`src/rtl/ram_stream_reader_pkg.sv`:
```
// Shared types for the RAM stream reader: controller state encoding.
package ram_stream_reader_pkg;

   typedef enum logic [1:0] {
      ST_IDLE  = 2'd0,
      ST_ISSUE = 2'd1,
      ST_DRAIN = 2'd2
   } state_e;

endpackage

```
`src/rtl/ram_stream_reader_sync_fifo.sv`:
```
// Small synchronous FIFO; head shows the oldest entry, simultaneous push and pop keep the count.
module sync_fifo #(
   parameter int DATA_WIDTH = 32,
   parameter int FIFO_DEPTH = 4
) (
   input  logic                        clk,
   input  logic                        rst_n,
   input  logic                        push,
   input  logic [DATA_WIDTH-1:0]       push_data,
   input  logic                        pop,
   output logic [$clog2(FIFO_DEPTH):0] count,
   output logic [DATA_WIDTH-1:0]       head,
   output logic                        empty
);

   localparam int PTR_W = $clog2(FIFO_DEPTH);

   logic [PTR_W-1:0]      wr_ptr_q, wr_ptr_d;
   logic [PTR_W-1:0]      rd_ptr_q, rd_ptr_d;
   logic [PTR_W:0]        count_q, count_d;
   logic [DATA_WIDTH-1:0] mem_q [FIFO_DEPTH];

   always_comb begin
      wr_ptr_d = wr_ptr_q;
      rd_ptr_d = rd_ptr_q;
      count_d  = count_q;
      if (push) wr_ptr_d = wr_ptr_q + PTR_W'(1);
      if (pop)  rd_ptr_d = rd_ptr_q + PTR_W'(1);
      case ({push, pop})
         2'b10:   count_d = count_q + (PTR_W+1)'(1);
         2'b01:   count_d = count_q - (PTR_W+1)'(1);
         default: count_d = count_q;
      endcase
   end

   always_ff @(posedge clk or negedge rst_n) begin
      if (!rst_n) begin
         wr_ptr_q <= '0;
         rd_ptr_q <= '0;
         count_q  <= '0;
      end else begin
         wr_ptr_q <= wr_ptr_d;
         rd_ptr_q <= rd_ptr_d;
         count_q  <= count_d;
      end
   end

   // Storage needs no reset: nothing is visible until count says so.
   always_ff @(posedge clk) begin
      if (push) mem_q[wr_ptr_q] <= push_data;
   end

   assign count = count_q;
   assign head  = mem_q[rd_ptr_q];
   assign empty = (count_q == '0);

endmodule

```
`src/rtl/ram_stream_reader.sv`:
```
// Sweeps a run of RAM words and streams them out over valid/ready, absorbing the 1-cycle read latency.
module ram_stream_reader
   import ram_stream_reader_pkg::*;
#(
   parameter int DATA_WIDTH    = 32,
   parameter int ADDRESS_WIDTH = 12,
   parameter int FIFO_DEPTH    = 4
) (
   input  logic                     clk,
   input  logic                     rst_n,
   input  logic                     start,
   input  logic [ADDRESS_WIDTH-1:0] base_addr,
   input  logic [ADDRESS_WIDTH:0]   length,
   output logic                     busy,
   output logic                     done,
   output logic                     ram_wEn,
   output logic [ADDRESS_WIDTH-1:0] ram_addr,
   input  logic [DATA_WIDTH-1:0]    ram_dataOut,
   output logic                     out_valid,
   output logic [DATA_WIDTH-1:0]    out_data,
   input  logic                     out_ready
);

   localparam int CNT_W = $clog2(FIFO_DEPTH) + 1;
   localparam logic [CNT_W:0] DEPTH_LIM = (CNT_W+1)'(FIFO_DEPTH);

   state_e                   state_q, state_d;
   logic [ADDRESS_WIDTH-1:0] addr_q, addr_d;
   logic [ADDRESS_WIDTH:0]   remaining_q, remaining_d;
   logic                     rd_issued_q, rd_issued_d;
   logic                     inflight_q, inflight_d;
   logic                     busy_q, busy_d;
   logic                     done_q, done_d;

   logic [CNT_W-1:0]         fifo_count;
   logic [DATA_WIDTH-1:0]    fifo_head;
   logic                     fifo_empty;
   logic                     pop;
   logic [CNT_W:0]           occupancy;
   logic                     issue_ok;

   // Reads sitting in the address stage and the data stage both hold a FIFO slot.
   assign pop       = !fifo_empty && out_ready;
   assign occupancy = {1'b0, fifo_count} + {{CNT_W{1'b0}}, rd_issued_q}
                    + {{CNT_W{1'b0}}, inflight_q};
   assign issue_ok  = occupancy < DEPTH_LIM;

   always_comb begin
      state_d     = state_q;
      addr_d      = addr_q;
      remaining_d = remaining_q;
      rd_issued_d = 1'b0;
      inflight_d  = rd_issued_q;
      busy_d      = busy_q;
      done_d      = 1'b0;
      case (state_q)
         ST_IDLE: begin
            if (start) begin
               if (length == '0) begin
                  done_d = 1'b1;
               end else begin
                  // The first address goes out on the start edge itself.
                  addr_d      = base_addr;
                  rd_issued_d = 1'b1;
                  remaining_d = length - (ADDRESS_WIDTH+1)'(1);
                  busy_d      = 1'b1;
                  state_d     = (length == (ADDRESS_WIDTH+1)'(1)) ? ST_DRAIN : ST_ISSUE;
               end
            end
         end
         ST_ISSUE: begin
            if (issue_ok) begin
               addr_d      = addr_q + ADDRESS_WIDTH'(1);
               rd_issued_d = 1'b1;
               remaining_d = remaining_q - (ADDRESS_WIDTH+1)'(1);
               if (remaining_q == (ADDRESS_WIDTH+1)'(1)) state_d = ST_DRAIN;
            end
         end
         ST_DRAIN: begin
            if (!rd_issued_q && !inflight_q && pop && fifo_count == CNT_W'(1)) begin
               state_d = ST_IDLE;
               busy_d  = 1'b0;
               done_d  = 1'b1;
            end
         end
         default: state_d = ST_IDLE;
      endcase
   end

   always_ff @(posedge clk or negedge rst_n) begin
      if (!rst_n) begin
         state_q     <= ST_IDLE;
         addr_q      <= '0;
         remaining_q <= '0;
         rd_issued_q <= 1'b0;
         inflight_q  <= 1'b0;
         busy_q      <= 1'b0;
         done_q      <= 1'b0;
      end else begin
         state_q     <= state_d;
         addr_q      <= addr_d;
         remaining_q <= remaining_d;
         rd_issued_q <= rd_issued_d;
         inflight_q  <= inflight_d;
         busy_q      <= busy_d;
         done_q      <= done_d;
      end
   end

   sync_fifo #(
      .DATA_WIDTH (DATA_WIDTH),
      .FIFO_DEPTH (FIFO_DEPTH)
   ) u_fifo (
      .clk       (clk),
      .rst_n     (rst_n),
      .push      (inflight_q),
      .push_data (ram_dataOut),
      .pop       (pop),
      .count     (fifo_count),
      .head      (fifo_head),
      .empty     (fifo_empty)
   );

   assign busy      = busy_q;
   assign done      = done_q;
   assign ram_wEn   = 1'b0;
   assign ram_addr  = addr_q;
   assign out_valid = !fifo_empty;
   assign out_data  = fifo_empty ? '0 : fifo_head;

endmodule

```
`config.mk`:
```
export PLATFORM = sky130hd
export DESIGN_NAME = ram_stream_reader
export DESIGN_NICKNAME = d
export VERILOG_FILES = /design/src/rtl/ram_stream_reader_pkg.sv /design/src/rtl/ram_stream_reader_sync_fifo.sv /design/src/rtl/ram_stream_reader.sv
export SDC_FILE = /design/constraint.sdc
export NUM_CORES = 1
export LEC_CHECK = 0
export ABC_CLOCK_PERIOD_IN_PS = 4200
export CAP_MARGIN = 20
export CORE_AREA = 2 2 116 118
export CTS_BUF_LIST = sky130_fd_sc_hd__clkbuf_16
export DETAILED_ROUTE_END_ITERATION = 6
export DIE_AREA = 0 0 118 120
export GPL_TIMING_DRIVEN = 1
export PLACE_DENSITY = 0.84
export SLEW_MARGIN = 20
export SYNTH_ARGS = -nofsm -noshare
export SYNTH_HDL_FRONTEND = slang
export SYNTH_SLANG_ARGS = --single-unit
```
`constraint.sdc`:
```
create_clock -name clk -period 4.2 [get_ports clk]
set_input_delay 1.05 -clock clk [delete_from_list [all_inputs] [get_ports clk]]
set_output_delay 1.05 -clock clk [all_outputs]
set_load 0.02 [all_outputs]
```
==> reports/metrics.yaml <==
synth:
  synth_cell_types: 47
  ys_async_sr_fraction_pct: 22.9
  postSynthAreaPerCell_um2: 14.7
  synthCells: 505
  synth_area_um2: 7420
  ys_ff_latch: 166
  ys_seq_area_share_pct: 64.6
  ys_top_cells_by_count: "edfxtp_1, dfrtp_1, and2_1"
  synthTopCellsByArea: "edfxtp_1, dfrtp_1, mux4_2"
  synth_top_cell_area_share_pct: 51.8
  synth_nets: 582
  synth_most_common_cell: "edfxtp_1"
  synthFlopType: "edfxtp_1"
  synth.largest_area_cell: "edfxtp_1"
  yosysWarnings: 0
  synth_edf_count: 128
timing:
  worstMarginPinSlew_ps: 982
  worst_slack_ps: 407
  setup_viol: 0
  post-route-min-period_ps: 3790
  post-route-period-util_pct: 90.3
  fmax_mhz: 264
  finalHoldViolations: 0
  rsz0062_at_grt: "no"
  fin_skew_ps: 8.71
  setup_tns_ps: 0
  whs_ps: 411
  slew_violations: 0
  slew_headroom_pct: 34.6
setup_path:
  path_max_fanout: 21
  arrival_ps: 2740
  crit_required_ps: 3150
  crit_type: "register to output pin"
  setup.worst_path.end_class: "output pin"
  r2r-start: "state_q[0]"
  critPathLaunchType: "register"
  setup.worst_path.start: "u_fifo.count[0]"
layout:
  area_growth_pct: 24.3
  diodes: 0
  layout-drive-gt1-share_pct: 12.7
  final_nets: 687
  fin_cells: 797
  final_area_um2: 9220
  post-route-util_pct: 71.0
cts:
  cts_buffers: 17
  cts_resized: 0
  holdBufCountCts: 0
  clock-sinks: 166
  clk_pin_slew_ps: 60
  clock_latency_ps: 420
  h-tree-depth: 4
  cts_tree: "built"
  cts_root_buffer: "clkbuf_16"
  post-cts-setup-buffers: 0
  clk_path_buf_depth: 2
detailed_routing:
  vias_per_cell: 5.81
  ant_nets: 0
  dr.pass1.iters: 5
  dr.first_iter.drc_count: 343
  avgRoutedWirePerCell_um: 18.5
  drc: 0
  routed_wl_mm: 14.8
  via_count: 4633
power_and_ir_drop:
  power_mw: 6.95
  p_leak_nw: 3.22
  powerDensity_nw_per_um2: 753
  irDropWorstVdd_mv: 0.391
worst_hold_path:
  hp-start: "inflight_d"
  hold_path_class: "register to register"
status:
  status: "finished, final reports clean"
die:
  fp.dieArea_um2: 14200
  ios: 109
  die_w_um: 118
  start_util_pct: 57.2
  die_y_um: 120
  design.core.area_um2: 13000
  fp-row-count: 42
place:
  dp_hpwl_mm: 9.79
  portBuffers: 107
  place_ws_ps: 834
  dp_cells: 767
  gp_routability_congestion: 0.857
  dpl_cell_area_um2: 8650
job:
  drv_cap: 0
global_route:
  antenna_found_initial: 0
  grt.overflow.total: 0
  gr-usage-all-layers_pct: 22.3
  grt_pass1_wl_mm: 24.3
  grt_max_degree: 39
  grt_pass1_vias: 4802
[power by group]
part | total, mW | leakage, nW | internal, mW | switching [mW]
Clock | 1.50 | 0.283 | 0.915 | 0.584
Combinational | 2.89 | 1.31 | 1.40 | 1.49
Sequential | 2.55 | 1.62 | 2.23 | 0.323
Total | 6.95 | 3.22 | 4.54 | 2.40
[kinds of logic (layout without fill, tap and decap cells)]
group	count (synthesis)	in the layout	synth area share (%)
compound gates	92	92	7.47
xor+xnor	15	15	1.77
fa+ha+maj	16	16	2.70
buf+inv	47	163	2.75
flops	166	166	64.6
mux	36	36	10.3
other cells	1	1	0.0506
simple gates	132	132	10.3
[metal layers]
| layer | global-route usage (%) | wire [um] | vias to the layer above |
|---|---|---|---|
| met1 | 28.4 | 6150 | 2276 |
| met4 | 9.79 | 359 | 0 |
| met2 | 37.2 | 7500 | 191 |
| li1 | - | - | 2135 |
| met3 | 4.71 | 775 | 31 |
| met5 | 0 | 0 | - |
[placed cells by master, fill, tap and decap left out, types with 14 or more instances in the layout]
cell             count
a21oi_1             28
and2_1              33
clkbuf_16           17
clkdlybuf4s50_1    107
dfrtp_1             37
edfxtp_1           128
ha_1                16
inv_1               23
mux4_2              32
nand2_1             14
nand3_1             15
o21ai_0             32
[final cells by class]
cell class / count / area [um2]
sequential: 166 / 4800
fill: 836 / 3760
multi-input combinational: 292 / 2420
timing repair buffer: 114 / 1140
clock buffer: 17 / 425
tap: 176 / 220
clock inverter: 13 / 145
inverter: 19 / 71.3
[worst paths after layout]
check                                      to  slack, ps  cells after the start
min                                inflight_q        410                      0
min in group asynchronous         ram_addr[0]       1060                      2
max in group asynchronous  u_fifo.rd_ptr_q[0]       2760                      2
max                              out_data[18]        410                      6
min reg2reg                        inflight_q        410                      0
max reg2reg                       ram_addr[7]       1530                      5
[critical path, cell delays in order, from the launching register on]
cell and delay (ps):
dfrtp_1 440, inv_1 100, ha_1 220, nand2b_1 440
buf_4 320, and2_1 170, clkdlybuf4s50_1 630
[registers in the layout (all words and copies together) (netlist names)]
name             flops
busy                 1
u_fifo.rd_ptr_q      2
remaining_q         13
u_fifo.count         3
u_fifo.wr_ptr_q      2
state_q              2
inflight_d           1
done                 1
u_fifo.mem_q       128
ram_addr            12
inflight_q           1
(Power assumes the default switching activity.)
